[src/rtl/sdp_ram_arbiter.sv]
// ---------------------------------------------------------------------------
// sdp_ram_arbiter
//
// Two-client front end for a simple dual-port RAM running in one clock
// domain. The RAM write port and read port are each shared between client 0
// and client 1 by an independent round-robin arbiter. The winning command is
// registered onto the RAM pins. Every issued read is tagged with its owner,
// and the returned data is steered back to the client that asked for it.
//
// Parameters
//   DATA_WIDTH       data width, a multiple of 8
//   ADDR_WIDTH       word address width
//   IS_OUT_LATENCY   "false" -> RAM read latency 1, "true" -> 2; must match
//                    the RAM instance
//   BYTE_VALID_WIDTH derived, DATA_WIDTH/8
//
// Ports (cN = c0 and c1)
//   clk, rst_n               clock, asynchronous active-low reset
//   cN_wr_req / cN_wr_gnt    write handshake, accepted on req && gnt
//   cN_wr_addr/_data/_byte_valid  write payload, held until granted
//   cN_rd_req / cN_rd_gnt    read handshake, same rule as writes
//   cN_rd_addr               read address
//   cN_rd_data               shared copy of ram_rd_data
//   cN_rd_data_valid         one-cycle pulse when returned data is ours
//   ram_wr_*                 registered RAM write port
//   ram_rd_en, ram_rd_addr   registered RAM read port
//   ram_rd_data, ram_rd_data_valid  RAM read return
// ---------------------------------------------------------------------------
module sdp_ram_arbiter #(
  parameter int    DATA_WIDTH       = 32,
  parameter int    ADDR_WIDTH       = 5,
  parameter string IS_OUT_LATENCY   = "false",
  localparam int   BYTE_VALID_WIDTH = DATA_WIDTH / 8
) (
  input  logic                        clk,
  input  logic                        rst_n,

  input  logic                        c0_wr_req,
  output logic                        c0_wr_gnt,
  input  logic [ADDR_WIDTH-1:0]       c0_wr_addr,
  input  logic [DATA_WIDTH-1:0]       c0_wr_data,
  input  logic [BYTE_VALID_WIDTH-1:0] c0_wr_byte_valid,
  input  logic                        c0_rd_req,
  output logic                        c0_rd_gnt,
  input  logic [ADDR_WIDTH-1:0]       c0_rd_addr,
  output logic [DATA_WIDTH-1:0]       c0_rd_data,
  output logic                        c0_rd_data_valid,

  input  logic                        c1_wr_req,
  output logic                        c1_wr_gnt,
  input  logic [ADDR_WIDTH-1:0]       c1_wr_addr,
  input  logic [DATA_WIDTH-1:0]       c1_wr_data,
  input  logic [BYTE_VALID_WIDTH-1:0] c1_wr_byte_valid,
  input  logic                        c1_rd_req,
  output logic                        c1_rd_gnt,
  input  logic [ADDR_WIDTH-1:0]       c1_rd_addr,
  output logic [DATA_WIDTH-1:0]       c1_rd_data,
  output logic                        c1_rd_data_valid,

  output logic                        ram_wr_en,
  output logic [DATA_WIDTH-1:0]       ram_wr_data,
  output logic [BYTE_VALID_WIDTH-1:0] ram_wr_byte_valid,
  output logic [ADDR_WIDTH-1:0]       ram_wr_addr,
  output logic                        ram_rd_en,
  output logic [ADDR_WIDTH-1:0]       ram_rd_addr,
  input  logic [DATA_WIDTH-1:0]       ram_rd_data,
  input  logic                        ram_rd_data_valid
);

  localparam int RD_LAT = (IS_OUT_LATENCY == "true") ? 2 : 1;

  // Last client served on each port: 0 or 1. Reset to 1 so that client 0
  // wins the first contention.
  logic wr_last;
  logic rd_last;

  logic                        wr_acc;
  logic                        wr_sel;
  logic [ADDR_WIDTH-1:0]       wr_addr_mux;
  logic [DATA_WIDTH-1:0]       wr_data_mux;
  logic [BYTE_VALID_WIDTH-1:0] wr_bv_mux;

  logic                        c0_rd_elig;
  logic                        c1_rd_elig;
  logic                        rd_acc;
  logic                        rd_sel;
  logic [ADDR_WIDTH-1:0]       rd_addr_mux;

  logic [RD_LAT:0]             tag_valid;
  logic [RD_LAT:0]             tag_owner;

  // -------------------------------------------------------------------------
  // Write arbiter
  // -------------------------------------------------------------------------
  always_comb begin
    c0_wr_gnt = 1'b0;
    c1_wr_gnt = 1'b0;
    if (c0_wr_req && c1_wr_req) begin
      c0_wr_gnt = wr_last;
      c1_wr_gnt = !wr_last;
    end else begin
      c0_wr_gnt = c0_wr_req;
      c1_wr_gnt = c1_wr_req;
    end
  end

  assign wr_acc      = c0_wr_gnt | c1_wr_gnt;
  assign wr_sel      = c1_wr_gnt;
  assign wr_addr_mux = wr_sel ? c1_wr_addr       : c0_wr_addr;
  assign wr_data_mux = wr_sel ? c1_wr_data       : c0_wr_data;
  assign wr_bv_mux   = wr_sel ? c1_wr_byte_valid : c0_wr_byte_valid;

  // -------------------------------------------------------------------------
  // Read arbiter
  // A read that targets the address being written this cycle is masked out
  // before arbitration. It retries next cycle, after the write is already
  // ahead of it on the RAM pins, so it always sees the new data. Masking
  // before arbitration lets the other client's read through instead of
  // wasting the slot.
  // -------------------------------------------------------------------------
  assign c0_rd_elig = c0_rd_req && !(wr_acc && (wr_addr_mux == c0_rd_addr));
  assign c1_rd_elig = c1_rd_req && !(wr_acc && (wr_addr_mux == c1_rd_addr));

  always_comb begin
    c0_rd_gnt = 1'b0;
    c1_rd_gnt = 1'b0;
    if (c0_rd_elig && c1_rd_elig) begin
      c0_rd_gnt = rd_last;
      c1_rd_gnt = !rd_last;
    end else begin
      c0_rd_gnt = c0_rd_elig;
      c1_rd_gnt = c1_rd_elig;
    end
  end

  assign rd_acc      = c0_rd_gnt | c1_rd_gnt;
  assign rd_sel      = c1_rd_gnt;
  assign rd_addr_mux = rd_sel ? c1_rd_addr : c0_rd_addr;

  // -------------------------------------------------------------------------
  // Write issue register
  // The enable is a one-cycle pulse. Address, data and byte enables hold
  // their last values when idle.
  // -------------------------------------------------------------------------
  always_ff @(posedge clk or negedge rst_n) begin
    if (!rst_n) begin
      wr_last           <= 1'b1;
      ram_wr_en         <= 1'b0;
      ram_wr_addr       <= '0;
      ram_wr_data       <= '0;
      ram_wr_byte_valid <= '0;
    end else begin
      ram_wr_en <= wr_acc;
      if (wr_acc) begin
        wr_last           <= wr_sel;
        ram_wr_addr       <= wr_addr_mux;
        ram_wr_data       <= wr_data_mux;
        ram_wr_byte_valid <= wr_bv_mux;
      end
    end
  end

  // -------------------------------------------------------------------------
  // Read issue register
  // -------------------------------------------------------------------------
  always_ff @(posedge clk or negedge rst_n) begin
    if (!rst_n) begin
      rd_last     <= 1'b1;
      ram_rd_en   <= 1'b0;
      ram_rd_addr <= '0;
    end else begin
      ram_rd_en <= rd_acc;
      if (rd_acc) begin
        rd_last     <= rd_sel;
        ram_rd_addr <= rd_addr_mux;
      end
    end
  end

  // -------------------------------------------------------------------------
  // Read tag pipeline
  // Stage 0 lines up with ram_rd_en. Stage RD_LAT lines up with the RAM
  // output. Clearing it on reset drops any read still in flight, so no
  // stale valid can reach a client.
  // -------------------------------------------------------------------------
  always_ff @(posedge clk or negedge rst_n) begin
    if (!rst_n) begin
      tag_valid <= '0;
      tag_owner <= '0;
    end else begin
      tag_valid <= {tag_valid[RD_LAT-1:0], rd_acc};
      tag_owner <= {tag_owner[RD_LAT-1:0], rd_sel};
    end
  end

  // -------------------------------------------------------------------------
  // Return routing
  // Both tag valid and RAM valid are required. If the tag is valid but the
  // RAM data is not (a latency mismatch), neither client sees a valid.
  // -------------------------------------------------------------------------
  assign c0_rd_data       = ram_rd_data;
  assign c1_rd_data       = ram_rd_data;
  assign c0_rd_data_valid = tag_valid[RD_LAT] && !tag_owner[RD_LAT] && ram_rd_data_valid;
  assign c1_rd_data_valid = tag_valid[RD_LAT] &&  tag_owner[RD_LAT] && ram_rd_data_valid;

endmodule

[config.mk]
export PLATFORM = sky130hd
export DESIGN_NAME = sdp_ram_arbiter
export DESIGN_NICKNAME = d
export VERILOG_FILES = /design/src/rtl/sdp_ram_arbiter.sv
export SDC_FILE = /design/constraint.sdc
export NUM_CORES = 1
export LEC_CHECK = 0
export CAP_MARGIN = 20
export CELL_PAD_IN_SITES_DETAIL_PLACEMENT = 0
export CELL_PAD_IN_SITES_GLOBAL_PLACEMENT = 2
export CORE_MARGIN = 5
export CORE_UTILIZATION = 16
export CTS_CLUSTER_SIZE = 16
export DETAILED_ROUTE_END_ITERATION = 8
export GPL_TIMING_DRIVEN = 1
export PLACE_DENSITY_LB_ADDON = 0.1
export RECOVER_POWER = 100
export SETUP_SLACK_MARGIN = 0.5
export SLEW_MARGIN = 25
export SYNTH_ARGS = -nofsm -noshare
export SYNTH_HDL_FRONTEND = slang
export SYNTH_SLANG_ARGS = --single-unit
[constraint.sdc]
create_clock -name clk -period 2.8 [get_ports clk]
set_input_delay 0.56 -clock clk [delete_from_list [all_inputs] [get_ports clk]]
set_output_delay 0.56 -clock clk [all_outputs]
set_load 0.03 [all_outputs]
==> metrics.md, run 1 <==
| Metric | Value |
|---|---|
| Post-synth cell types | `41` |
| Mapped Area | `0.003326 mm^2` |
| FF-to-FF Start | `wr_last$_DFFE_PN1P_` |
| Slowest cell on crit path | `dfstp_2` |
| Setup crit end kind | `primary output` |
| Clk buf depth | `2` |
| Hold Violations, Final | `0` |
| Peak VDD IR | `0.2205 mV` |
| Largest net degree at the start of global routing | `37` |
| Slowest cell delay on critical path | `0.55 ns` |
| RD Place Congestion | `0.7415` |
| Minimum clock period | `2.792 ns` |
| Largest family of logic cells by synthesized area | `buffers and inverters` |
| Syn Area/Cell | `9.187 um^2` |
| Clock Skew | `around 0.0029 ns` |
| Overall Power | `about 2700 uW` |
| Register area share after synthesis | `39.95%` |
| Die Span X | `~150 um` |
| Critical path class | `reg2out` |
| Total gr overflow | `0` |
| Port Buffer Count | `between 150 and 200` |
| Hold Path Class | `reg2reg` |
| Post-Syn Instances | `between 300 and 400` |
| Clock buffer count from CTS | `5` |
| Die area | `approximately 0.024 mm^2` |
| Hold EP | `tag_owner[1]$_DFF_PN0_` |
| Critical R2R Capture | `ram_rd_addr[4]$_DFFE_PN0P_` |
| Clock sinks | `53` |
| Worst hold path cell count | `0` |
| WP data required | `2.24 ns` |
| Most frequent cells in the layout | `clkdlybuf4s50_1, nor2_1, dfrtp_1` |
| Drc violations | `0` |
| Maxcap violations | `0` |
| Final worst slack | `0.008497 ns` |
| Post-DP HPWL | `9338 um` |
| Effective utilization at floorplan | `16.33%` |
| Fin nets | `about 600` |
| CTS Hold Buffers Added | `0` |
| Core box area | `just over 0.02 mm^2` |
| Initial antenna violation count | `2` |
| Placement Setup Slack | `-0.3261 ns` |
| Vias per cell | `3.948` |
| Post-layout util | `25.02%` |
| First-pass GRT wire length | `19930 um` |
| Num rows | `52` |
| Crit path cell chain | `a21bo_4, inv_8, mux2i_1, xor2_1, o2111ai_1, nor3_2, buf_4, o21ba_4, buf_6` |
| Final setup viols | `0` |
| Synth warnings | `0` |
| Status | `finished clean` |
| Syn_nets | `roughly 490` |
| Synth Register Bits | `53` |
| H-tree levels | `2` |
| R2R cell count | `11` |
| CTS tree | `built` |
| Multiplexer area fraction after synthesis | `between 10% and 20%` |
| Unrepaired setup endpoints after global routing | `true` |
| ANT nets after route | `0` |
| Reg-to-reg slack, setup | `0.30 ns` |
| Start point of the worst hold path | `tag_owner[0]$_DFF_PN0_` |
| Pwr Density | `531.8 mW/mm^2` |
| Crit start category | `flip-flop` |
| CP max FO | `8` |
| Clk slew on worst S/H paths | `0.08 ns` |
| Arr. time, crit path | `2.23 ns` |
| Layout cells sized above 1 | `about a fifth` |
| Drt first-iter violations | `88` |
| Rel. slew slack | `between 10% and 20%` |
| Complex-gate fraction of the synthesized area | `12.90%` |
| Max Clk Rate | `around 360 MHz` |
| DRT Wirelength | `between 10000 and 15000 um` |
| Gr usage total | `10.78%` |
| Vias in the first global route | `3325` |
| Commonest non-fill, non-tap cell in the layout | `clkdlybuf4s50_1` |
| WL per Instance | `between 15 and 20 um` |
| XOR/XNOR Fraction of Synth Area | `2.107%` |
| CTS root buf | `clkbuf_16` |
| Leak | `a little over 0.002 uW` |
| Synthesized-area fraction occupied by adder cells | `0%` |
| Post-synthesis simple-gate area fraction | `13.58%` |
| IO Count | `around 250` |
| Max-slew violations | `0` |
| DRT Pass-1 Iters | `4` |
| Clock latency on the worst-skew pair | `0.30 ns` |
| Die Height | `154.2 um` |
| Via count | `2933` |
| Slew of the pin with the lowest slew margin | `around 1.3 ns` |
| Area growth syn-to-layout | `53.24%` |
| Final period utilization | `99.70%` |
## report_power, final
group	internal (uW)	switching (uW)
logic	483	515
clock network	448	335
registers	871	58.2
## metal layers
layer	part of all wire, %	up-vias	wire (um)	global-route usage (%)
met2	46	111	5896	17.47
li1	-	1408	-	-
met3	10	12	1303	5.029
met5	0.10	-	13	0
met4	0.98	2	126	2.607
met1	43	1400	5511	13.03
## timing repair
action,4_1_cts,5_1_grt
gates resized for setup,22,1
setup buffers,2,0
setup endpoints to repair,13,7
pin swaps,6,0
## worst max-delay path by stage
stage	start	slack [ns]	cells past startpoint	endpoint
after floorplan	c0_wr_req	-0.05	9	c0_rd_gnt
after global placement	c1_rd_addr[4]	-0.30	8	c1_rd_gnt
after detailed placement	c1_rd_addr[4]	-0.33	8	c1_rd_gnt
after CTS	wr_last$_DFFE_PN1P_	-0.05	9	c1_rd_gnt
after global routing	wr_last$_DFFE_PN1P_	-0.14	9	c1_rd_gnt
final	wr_last$_DFFE_PN1P_	0.008	9	c1_rd_gnt
## metrics by stage
step	std cells	instance area, um^2	setup TNS (ns)	hold WS, ns
global route	743	5096	-0.2710	0.3657
floorplan	362	3372	-0.05018	0.2644
detailed placement	732	4880	-1.598	0.3457
CTS	742	5106	-0.07995	0.2683
finish	743	5096	0	0.3603
global placement	732	4880	-1.408	0.3478
## cells by family (layout without fill, tap and decap cells)
| logic type | after synthesis | in the layout |
|---|---|---|
| xor+xnor | 8 | 8 |
| compound gates | 59 | 59 |
| mux | 41 | 41 |
| buf+inv | 90 | 200 |
| simple gates | 111 | 111 |
| flops | 53 | 53 |
| other cells | 0 | 1 |
## cells in the mapped netlist
library cell	count	area, um^2
o21ai_0	1	5.000
nor2_1	84	315.3
inv_2	1	3.750
o32ai_1	1	8.760
xnor2_1	4	35.03
buf_6	1	11.26
nand3b_1	1	7.510
nor2b_1	2	12.51
and2_1	1	6.260
mux2i_2	1	13.76
o21a_1	1	7.510
nor3_1	6	30.03
a221o_1	6	60.06
a32o_1	1	10.01
mux2_2	36	405.4
buf_2	1	5.000
a21boi_0	1	7.510
a21bo_4	1	16.27
a21oi_1	3	15.01
nor3_2	1	10.01
o22ai_1	36	225.2
buf_4	64	480.5
dfrtp_1	51	1276
o41ai_2	1	16.27
buf_1	6	22.52
clkbuf_1	11	41.29
a31oi_1	1	6.260
or3_1	1	6.260
a22oi_1	1	7.510
o21ba_2	1	10.01
mux2i_1	4	40.04
o221ai_1	2	17.52
xor2_1	4	35.03
dfstp_2	2	52.55
and3_1	1	6.260
nand2b_1	1	6.260
or2_2	1	6.260
nand2_1	12	45.04
o2111ai_1	1	8.760
a21o_1	1	7.510
inv_1	6	22.52
## flip-flops by register name (all words and copies together), names as in the netlist
register	cells
tag_owner	2
tag_valid	2
ram_wr_data	32
ram_wr_en	1
ram_wr_addr	5
ram_wr_byte_valid	4
ram_rd_addr	5
wr_last	1
rd_last	1
## critical path: cells and delay by family, from the launching register on
kind	cells	cell delay, ns
xor gates and xnor gates	1	0.19
and+or+nand+nor	1	0.19
muxes	1	0.17
AOI/OAI and AO/OA	3	0.48
DFF	1	0.55
buffers and inverters	3	0.35
## layout make-up
class / count / area (um^2)
clock buffers: 6 / 138.9
well taps: 270 / 337.8
repair buffers: 185 / 1747
inverters: 7 / 33.78
flip-flops and latches: 53 / 1329
diodes: 1 / 2.502
fillers: 2192 / 15270
multi-input cells: 219 / 1470
clock inverters: 2 / 37.54
No activity file was read; power rests on OpenSTA's default activity.
==> run 2, diff against run 1 <==
--- a/config.mk
+++ b/config.mk
@@ -14,7 +14,6 @@
 export DETAILED_ROUTE_END_ITERATION = 8
 export GPL_TIMING_DRIVEN = 1
 export PLACE_DENSITY_LB_ADDON = 0.1
-export RECOVER_POWER = 100
 export SETUP_SLACK_MARGIN = 0.5
 export SLEW_MARGIN = 25
 export SYNTH_ARGS = -nofsm -noshare
==> metrics.md, run 2 (synthesized netlist as in run 1, its figures left out) <==
| Metric | Value |
|---|---|
| Status | `finished clean` |
| Slew of the pin with the lowest slew margin | `0.5967 ns (-0.7415 ns)` |
| Hold Path Class | `in2async` |
| Clk buf depth | `2 (unchanged)` |
| Clock buffer count from CTS | `5 (unchanged)` |
| Max Clk Rate | `358.7 MHz (+0.12%)` |
| Die area | `0.02377 mm^2 (unchanged)` |
| Effective utilization at floorplan | `16.33% (unchanged)` |
| Top reg by flops | `ram_wr_data` |
| Drc violations | `0 (unchanged)` |
| CTS tree | `built` |
| Setup crit end kind | `primary output` |
| Largest register FFs | `32 (unchanged)` |
| Clk slew on worst S/H paths | `0.08 ns (about the same)` |
| CP max FO | `8 (unchanged)` |
| Crit start category | `flip-flop` |
| Layout cells sized above 1 | `21.40% (+0.21 points)` |
| Final setup viols | `0 (unchanged)` |
| Hold Violations, Final | `0 (unchanged)` |
| Vias per cell | `3.950 (about the same)` |
| Seq. cell area | `0.001329 mm^2 (unchanged)` |
| Clock latency on the worst-skew pair | `0.30 ns (about the same)` |
| CTS root buf | `clkbuf_16` |
| Largest net degree at the start of global routing | `37 (unchanged)` |
| Filler cells | `2193 (+0.046%)` |
| Port Buffer Count | `152 (unchanged)` |
| Leak | `0.002051 uW (+0.39%)` |
| Unrepaired setup endpoints after global routing | `true` |
| First-pass GRT wire length | `19930 um (unchanged)` |
| IO Count | `249 (unchanged)` |
| Fin area | `0.005110 mm^2 (+0.27%)` |
| Arr. time, crit path | `2.23 ns (about the same)` |
| Commonest non-fill, non-tap cell in the layout | `clkdlybuf4s50_1` |
| Most frequent cells in the layout | `clkdlybuf4s50_1, nor2_1, dfrtp_1` |
| Finished Layout Cells | `742 (-0.13%)` |
| Peak VDD IR | `0.2204 mV (about the same)` |
| DRT Wirelength | `12830 um (-0.20%)` |
| Die Span X | `154.2 um (unchanged)` |
| H-tree levels | `2 (unchanged)` |
| Fin nets | `602 (unchanged)` |
| RD Place Congestion | `0.7415 (unchanged)` |
| Num rows | `52 (unchanged)` |
| Post-layout util | `25.09% (+0.068 points)` |
| Placement Setup Slack | `-0.3261 ns (unchanged)` |
| WL per Instance | `17.29 um (about the same)` |
| Area of the multi-input gates | `0.001470 mm^2 (unchanged)` |
| Via count | `2931 (-0.068%)` |
| Total gr overflow | `0 (unchanged)` |
| Die Height | `154.2 um (unchanged)` |
| Max-slew violations | `0 (unchanged)` |
| Drt first-iter violations | `76 (-14%)` |
| # diodes | `0 (-1)` |
| Clock Skew | `0.002843 ns (-0.00003342 ns)` |
| Vias in the first global route | `3325 (unchanged)` |
| Initial antenna violation count | `2 (unchanged)` |
| Inst Count DP | `732 (unchanged)` |
| Top Registers | `ram_wr_data: 32 flops, ram_rd_addr: 5 flops, ram_wr_addr: 5 flops` |
| Final worst slack | `0.01192 ns (+0.003424 ns)` |
| Area growth syn-to-layout | `53.65%` |
| Minimum clock period | `2.788 ns (-0.003424 ns)` |
| Clock sinks | `53 (unchanged)` |
| Gr usage total | `10.78% (unchanged)` |
| Placed cell areas | `0.004880 mm^2 (unchanged)` |
| Final period utilization | `99.57% (-0.12 points)` |
| Maxcap violations | `0 (unchanged)` |
| Pwr Density | `530.6 mW/mm^2 (-0.23%)` |
| Post-DP HPWL | `9338 um (unchanged)` |
| ANT nets after route | `0 (unchanged)` |
| DRT Pass-1 Iters | `4 (unchanged)` |
| Core box area | `0.02036 mm^2 (unchanged)` |
| Critical path class | `reg2out` |
| Rel. slew slack | `60.22% (+49 points)` |
| WP data required | `2.24 ns (about the same)` |
## run 2: cell types whose count changed in the layout (fill, tap and decap cells not counted)
cell,previous run,this run
diode_2,1,0
buf_2,2,3
clkbuf_1,1,0
buf_12,0,1
clkbuf_2,1,0
## run 2: where the power goes
part | total [uW] | switching, uW | internal (uW)
Combinational | 1000 | 515 | 486
Sequential | 929 | 58.2 | 871
Clock | 782 | 333 | 448
Total | 2710 | 906 | 1810
## run 2: metal layers
metal  wire, um  GRT usage (%)  vias up  part of all wire (%)
li1           -              -     1405                     -
met1       5436          13.03     1397                    42
met2       5940          17.47      111                    46
met3       1297          5.029       14                    10
met4        131          2.607        4                   1.0
met5         21              0        -                  0.16
## run 2: what timing repair did
action | in CTS | in global routing
gates resized for setup | 22 | 1
pin swaps | 6 | 0
hold buffers | 0 | 0
buffers inserted | 2 | 0
endpoints found under the setup margin | 13 | 7
## run 2: worst max-delay path: stages (launching register included)
cell       delay (ns)
dfstp_2          0.55
a21bo_4          0.18
inv_8            0.06
mux2i_1          0.17
xor2_1           0.19
o2111ai_1        0.16
nor3_2           0.19
buf_4            0.16
o21ba_4          0.14
buf_6            0.13
## run 2: final timing paths
check | startpoint | end | slack [ns] | cells after the start
min in group clk | tag_owner[0]$_DFF_PN0_ | tag_owner[1]$_DFF_PN0_ | 0.36 | 0
setup / recovery | wr_last$_DFFE_PN1P_ | c1_rd_gnt | 0.01 | 9
hold reg to reg | tag_owner[0]$_DFF_PN0_ | tag_owner[1]$_DFF_PN0_ | 0.36 | 0
setup reg to reg | wr_last$_DFFE_PN1P_ | ram_rd_addr[4]$_DFFE_PN0P_ | 0.30 | 11
hold / removal | rst_n | ram_wr_data[2]$_DFFE_PN0P_ | 0.25 | 1
max in group asynchronous | rst_n | rd_last$_DFFE_PN1P_ | 1.87 | 2
## run 2: stage by stage
step                      hold slack [ns]  power [uW]   TNS, ns
after floorplan                    0.2644        1603  -0.05018
after global placement             0.3478        1947    -1.408
after detailed placement           0.3457        1954    -1.598
after CTS                          0.2683        2794  -0.07995
after global routing               0.3054        2879   -0.2710
final                              0.2454        2711         0
## run 2: layout make-up
class                   instances  share of cell area [%]
repair buffers                185                   34.50
multi-input cells             219                   28.77
flip-flops and latches         53                   26.00
well taps                     270                   6.611
clock buffers                   6                   2.718
clock inverters                 2                  0.7346
inverters                       7                  0.6611
==> run 3, diff against run 2 <==
--- a/config.mk
+++ b/config.mk
@@ -5,11 +5,13 @@
 export SDC_FILE = /design/constraint.sdc
 export NUM_CORES = 1
 export LEC_CHECK = 0
+export ABC_CLOCK_PERIOD_IN_PS = 2780
 export CAP_MARGIN = 20
 export CELL_PAD_IN_SITES_DETAIL_PLACEMENT = 0
 export CELL_PAD_IN_SITES_GLOBAL_PLACEMENT = 2
 export CORE_MARGIN = 5
-export CORE_UTILIZATION = 16
+export CORE_UTILIZATION = 18
+export CTS_CLUSTER_DIAMETER = 200
 export CTS_CLUSTER_SIZE = 16
 export DETAILED_ROUTE_END_ITERATION = 8
 export GPL_TIMING_DRIVEN = 1
==> constraint.sdc (replaced) <==
create_clock -name clk -period 2.78 [get_ports clk]
set_input_delay 0.556 -clock clk [delete_from_list [all_inputs] [get_ports clk]]
set_output_delay 0.556 -clock clk [all_outputs]
set_load 0.03 [all_outputs]
==> metrics.md, run 3 (synthesized netlist as in run 1, its figures left out) <==
| Metric | Value |
|---|---|
| Largest net degree at the start of global routing | `40 (+8.1%)` |
| Leak | `0.002029 uW (-1.0%)` |
| Num rows | `49 (-5.8%)` |
| Finished Layout Cells | `697 (-6.1%)` |
| Inst Count DP | `686 (-6.3%)` |
| Post-DP HPWL | `8822 um (-5.5%)` |
| Via count | `2874 (-1.9%)` |
| Clk buf depth | `2 (unchanged)` |
| Slowest cell on crit path | `dfstp_2` |
| R2R cell count | `10 (-1)` |
| Max Clk Rate | `356.1 MHz` |
| Seq. cell area | `0.001329 mm^2 (unchanged)` |
| Psw | `908.5 uW (+0.25%)` |
| Hold Violations, Final | `0 (unchanged)` |
| ANT nets after route | `0 (unchanged)` |
| WP depth | `8 (-1)` |
| Switching Share | `34.54% (+1.1 points)` |
| Arr. time, crit path | `2.25 ns (+0.02 ns)` |
| RD Place Congestion | `0.7015 (-5.4%)` |
| Unrepaired setup endpoints after global routing | `true` |
| CTS tree | `built` |
| Violated checks | `setup timing` |
| CP max FO | `8 (unchanged)` |
| WP buf/inv | `3 (unchanged)` |
| Core box area | `0.01809 mm^2 (-11%)` |
| CTS root buf | `clkbuf_16` |
| Vias per cell | `4.123 (+4.4%)` |
| H-tree levels | `2 (unchanged)` |
| Die Height | `145.9 um (-5.3%)` |
| Setup crit end kind | `primary output` |
| DRT Pass-1 Iters | `4 (unchanged)` |
| WL per Instance | `17.73 um (+2.6%)` |
| Area growth syn-to-layout | `50.68%` |
| Internal power | `1722 uW (-4.6%)` |
| Most frequent cells in the layout | `clkdlybuf4s50_1, nor2_1, dfrtp_1` |
| WP data required | `2.22 ns (-0.02 ns)` |
| DRT Wirelength | `12360 um (-3.6%)` |
| Final period utilization | `101.0%` |
| Maxcap violations | `0 (unchanged)` |
| Gr usage total | `11.64% (+0.86 points)` |
| Clock sinks | `53 (unchanged)` |
| Clock buffer count from CTS | `5 (unchanged)` |
| Slew of the pin with the lowest slew margin | `0.7347 ns (+0.1381 ns)` |
| Die Span X | `145.9 um (-5.3%)` |
| IO Count | `249 (unchanged)` |
| Filler cells | `1900 (-13%)` |
| Drc violations | `0 (unchanged)` |
| Largest register FFs | `32 (unchanged)` |
| FF-to-FF Start | `wr_last$_DFFE_PN1P_` |
| Commonest non-fill, non-tap cell in the layout | `clkdlybuf4s50_1` |
| First-pass GRT wire length | `19470 um (-2.3%)` |
| Critical path class | `reg2out` |
| Crit path cell chain | `a21bo_4, inv_8, mux2i_4, xnor2_2, o41ai_2, buf_4, o21ba_4, buf_6` |
| Rel. slew slack | `51.02% (-9.2 points)` |
| Logic pwr share | `38.1% (+1.2 points)` |
| Initial antenna violation count | `4 (+2)` |
| Effective utilization at floorplan | `18.39% (+2.1 points)` |
| Vias in the first global route | `3352 (+0.81%)` |
| Hold Path Class | `in2async` |
| Port Buffer Count | `152 (unchanged)` |
| Final worst slack | `-0.02825 ns (-0.04017 ns)` |
| Minimum clock period | `2.808 ns` |
| CTS Hold Buffers Added | `0 (unchanged)` |
| Max-slew violations | `0 (unchanged)` |
| Fin nets | `598 (-0.66%)` |
| Top reg by flops | `ram_wr_data` |
| Clock Power Share | `26.4% (-2.4 points)` |
| Slowest cell delay on critical path | `0.54 ns (about the same)` |
| Final setup viols | `2 (+2)` |
| Reg-to-reg slack, setup | `0.38 ns (+0.08 ns)` |
| Sequential fraction of design power | `35.5% (+1.2 points)` |
| Peak VDD IR | `0.2332 mV (+5.8%)` |
| Die area | `0.02129 mm^2 (-10%)` |
| Clk slew on worst S/H paths | `0.08 ns (about the same)` |
| Drt first-iter violations | `86 (+13%)` |
| Area of the multi-input gates | `0.001485 mm^2 (+1.0%)` |
| Crit start category | `flip-flop` |
| Clock Skew | `0.004515 ns (+0.001672 ns)` |
| Layout cells sized above 1 | `21.15% (-0.24 points)` |
| CP delay by family, top | `compound AO/OA/AOI/OAI gates` |
| Status | `complete, but fails checks` |
| Clock latency on the worst-skew pair | `0.31 ns (about the same)` |
| Total gr overflow | `0 (unchanged)` |
| Top Registers | `ram_wr_data: 32 flops, ram_rd_addr: 5 flops, ram_wr_addr: 5 flops` |
| Fin Hold WS | `0.2989 ns (+0.05342 ns)` |
| Pwr Density | `524.9 mW/mm^2 (-1.1%)` |
| Critical R2R Capture | `ram_rd_addr[1]$_DFFE_PN0P_` |
| # diodes | `0 (unchanged)` |
==> run 3: cell types whose count changed in the layout (fill, tap and decap cells not counted), sizes merged <==
cell / before / now
clkinv: 0 / 2
clkbuf: 6 / 7
clkdlybuf4s50: 137 / 136
bufinv: 1 / 0
clkinvlp: 1 / 0
buf: 39 / 35
==> run 3: area by class of cell <==
type	count	share of cell area [%]
Clock inverter	2	0.2747
Inverter	7	0.6742
Sequential cell	53	26.52
Multi-Input combinational cell	219	29.64
Tap cell	229	5.718
Clock buffer	6	2.772
Timing Repair Buffer	181	34.41
==> run 3: what timing repair did <==
action                                  in CTS  in global routing
pin swaps                                    6                  2
resized for setup                           20                  6
gates cloned                                 0                  0
buffers inserted                             1                  2
endpoints found under the setup margin      49                  8
==> run 3: power groups by stage <==
stage,registers [uW],clock network (uW),logic [uW]
final,933,694,1000
after global routing,948,745,1080
after CTS,935,738,1010
after detailed placement,949,0,1000
after global placement,948,0,1000
after floorplan,1130,0,481
==> run 3: through the flow <==
stage | utilization [%] | power, uW | cell area, um^2 | TNS (ns) | worst slack [ns]
floorplan | - | 1614 | 3372 | -0.06218 | -0.06218
CTS | 27.55 | 2688 | 4982 | -0.1192 | -0.07414
detailed placement | 26.50 | 1953 | 4793 | -1.906 | -0.3703
global route | 27.71 | 2775 | 5011 | -0.2396 | -0.1202
finish | 27.71 | 2630 | 5011 | -0.04459 | -0.02825
global placement | 26.50 | 1951 | 4793 | -1.924 | -0.3739
==> run 3: routing by layer <==
| metal | vias up | share of wire, % | track usage (%) |
|---|---|---|---|
| met4 | 8 | 1.1 | 2.944 |
| met2 | 128 | 44 | 18.26 |
| met3 | 16 | 11 | 5.761 |
| met1 | 1326 | 44 | 14.29 |
| met5 | - | 0.34 | 0 |
| li1 | 1396 | - | - |
==> run 3: worst max path at each step <==
stage	start	end	slack, ns
floorplan	c0_wr_req	c0_rd_gnt	-0.06
global placement	c1_rd_addr[4]	c1_rd_gnt	-0.37
detailed placement	c1_rd_addr[4]	c1_rd_gnt	-0.37
CTS	c1_wr_req	c0_rd_gnt	-0.07
global route	wr_last$_DFFE_PN1P_	c0_rd_gnt	-0.12
finish	wr_last$_DFFE_PN1P_	c1_rd_gnt	-0.03
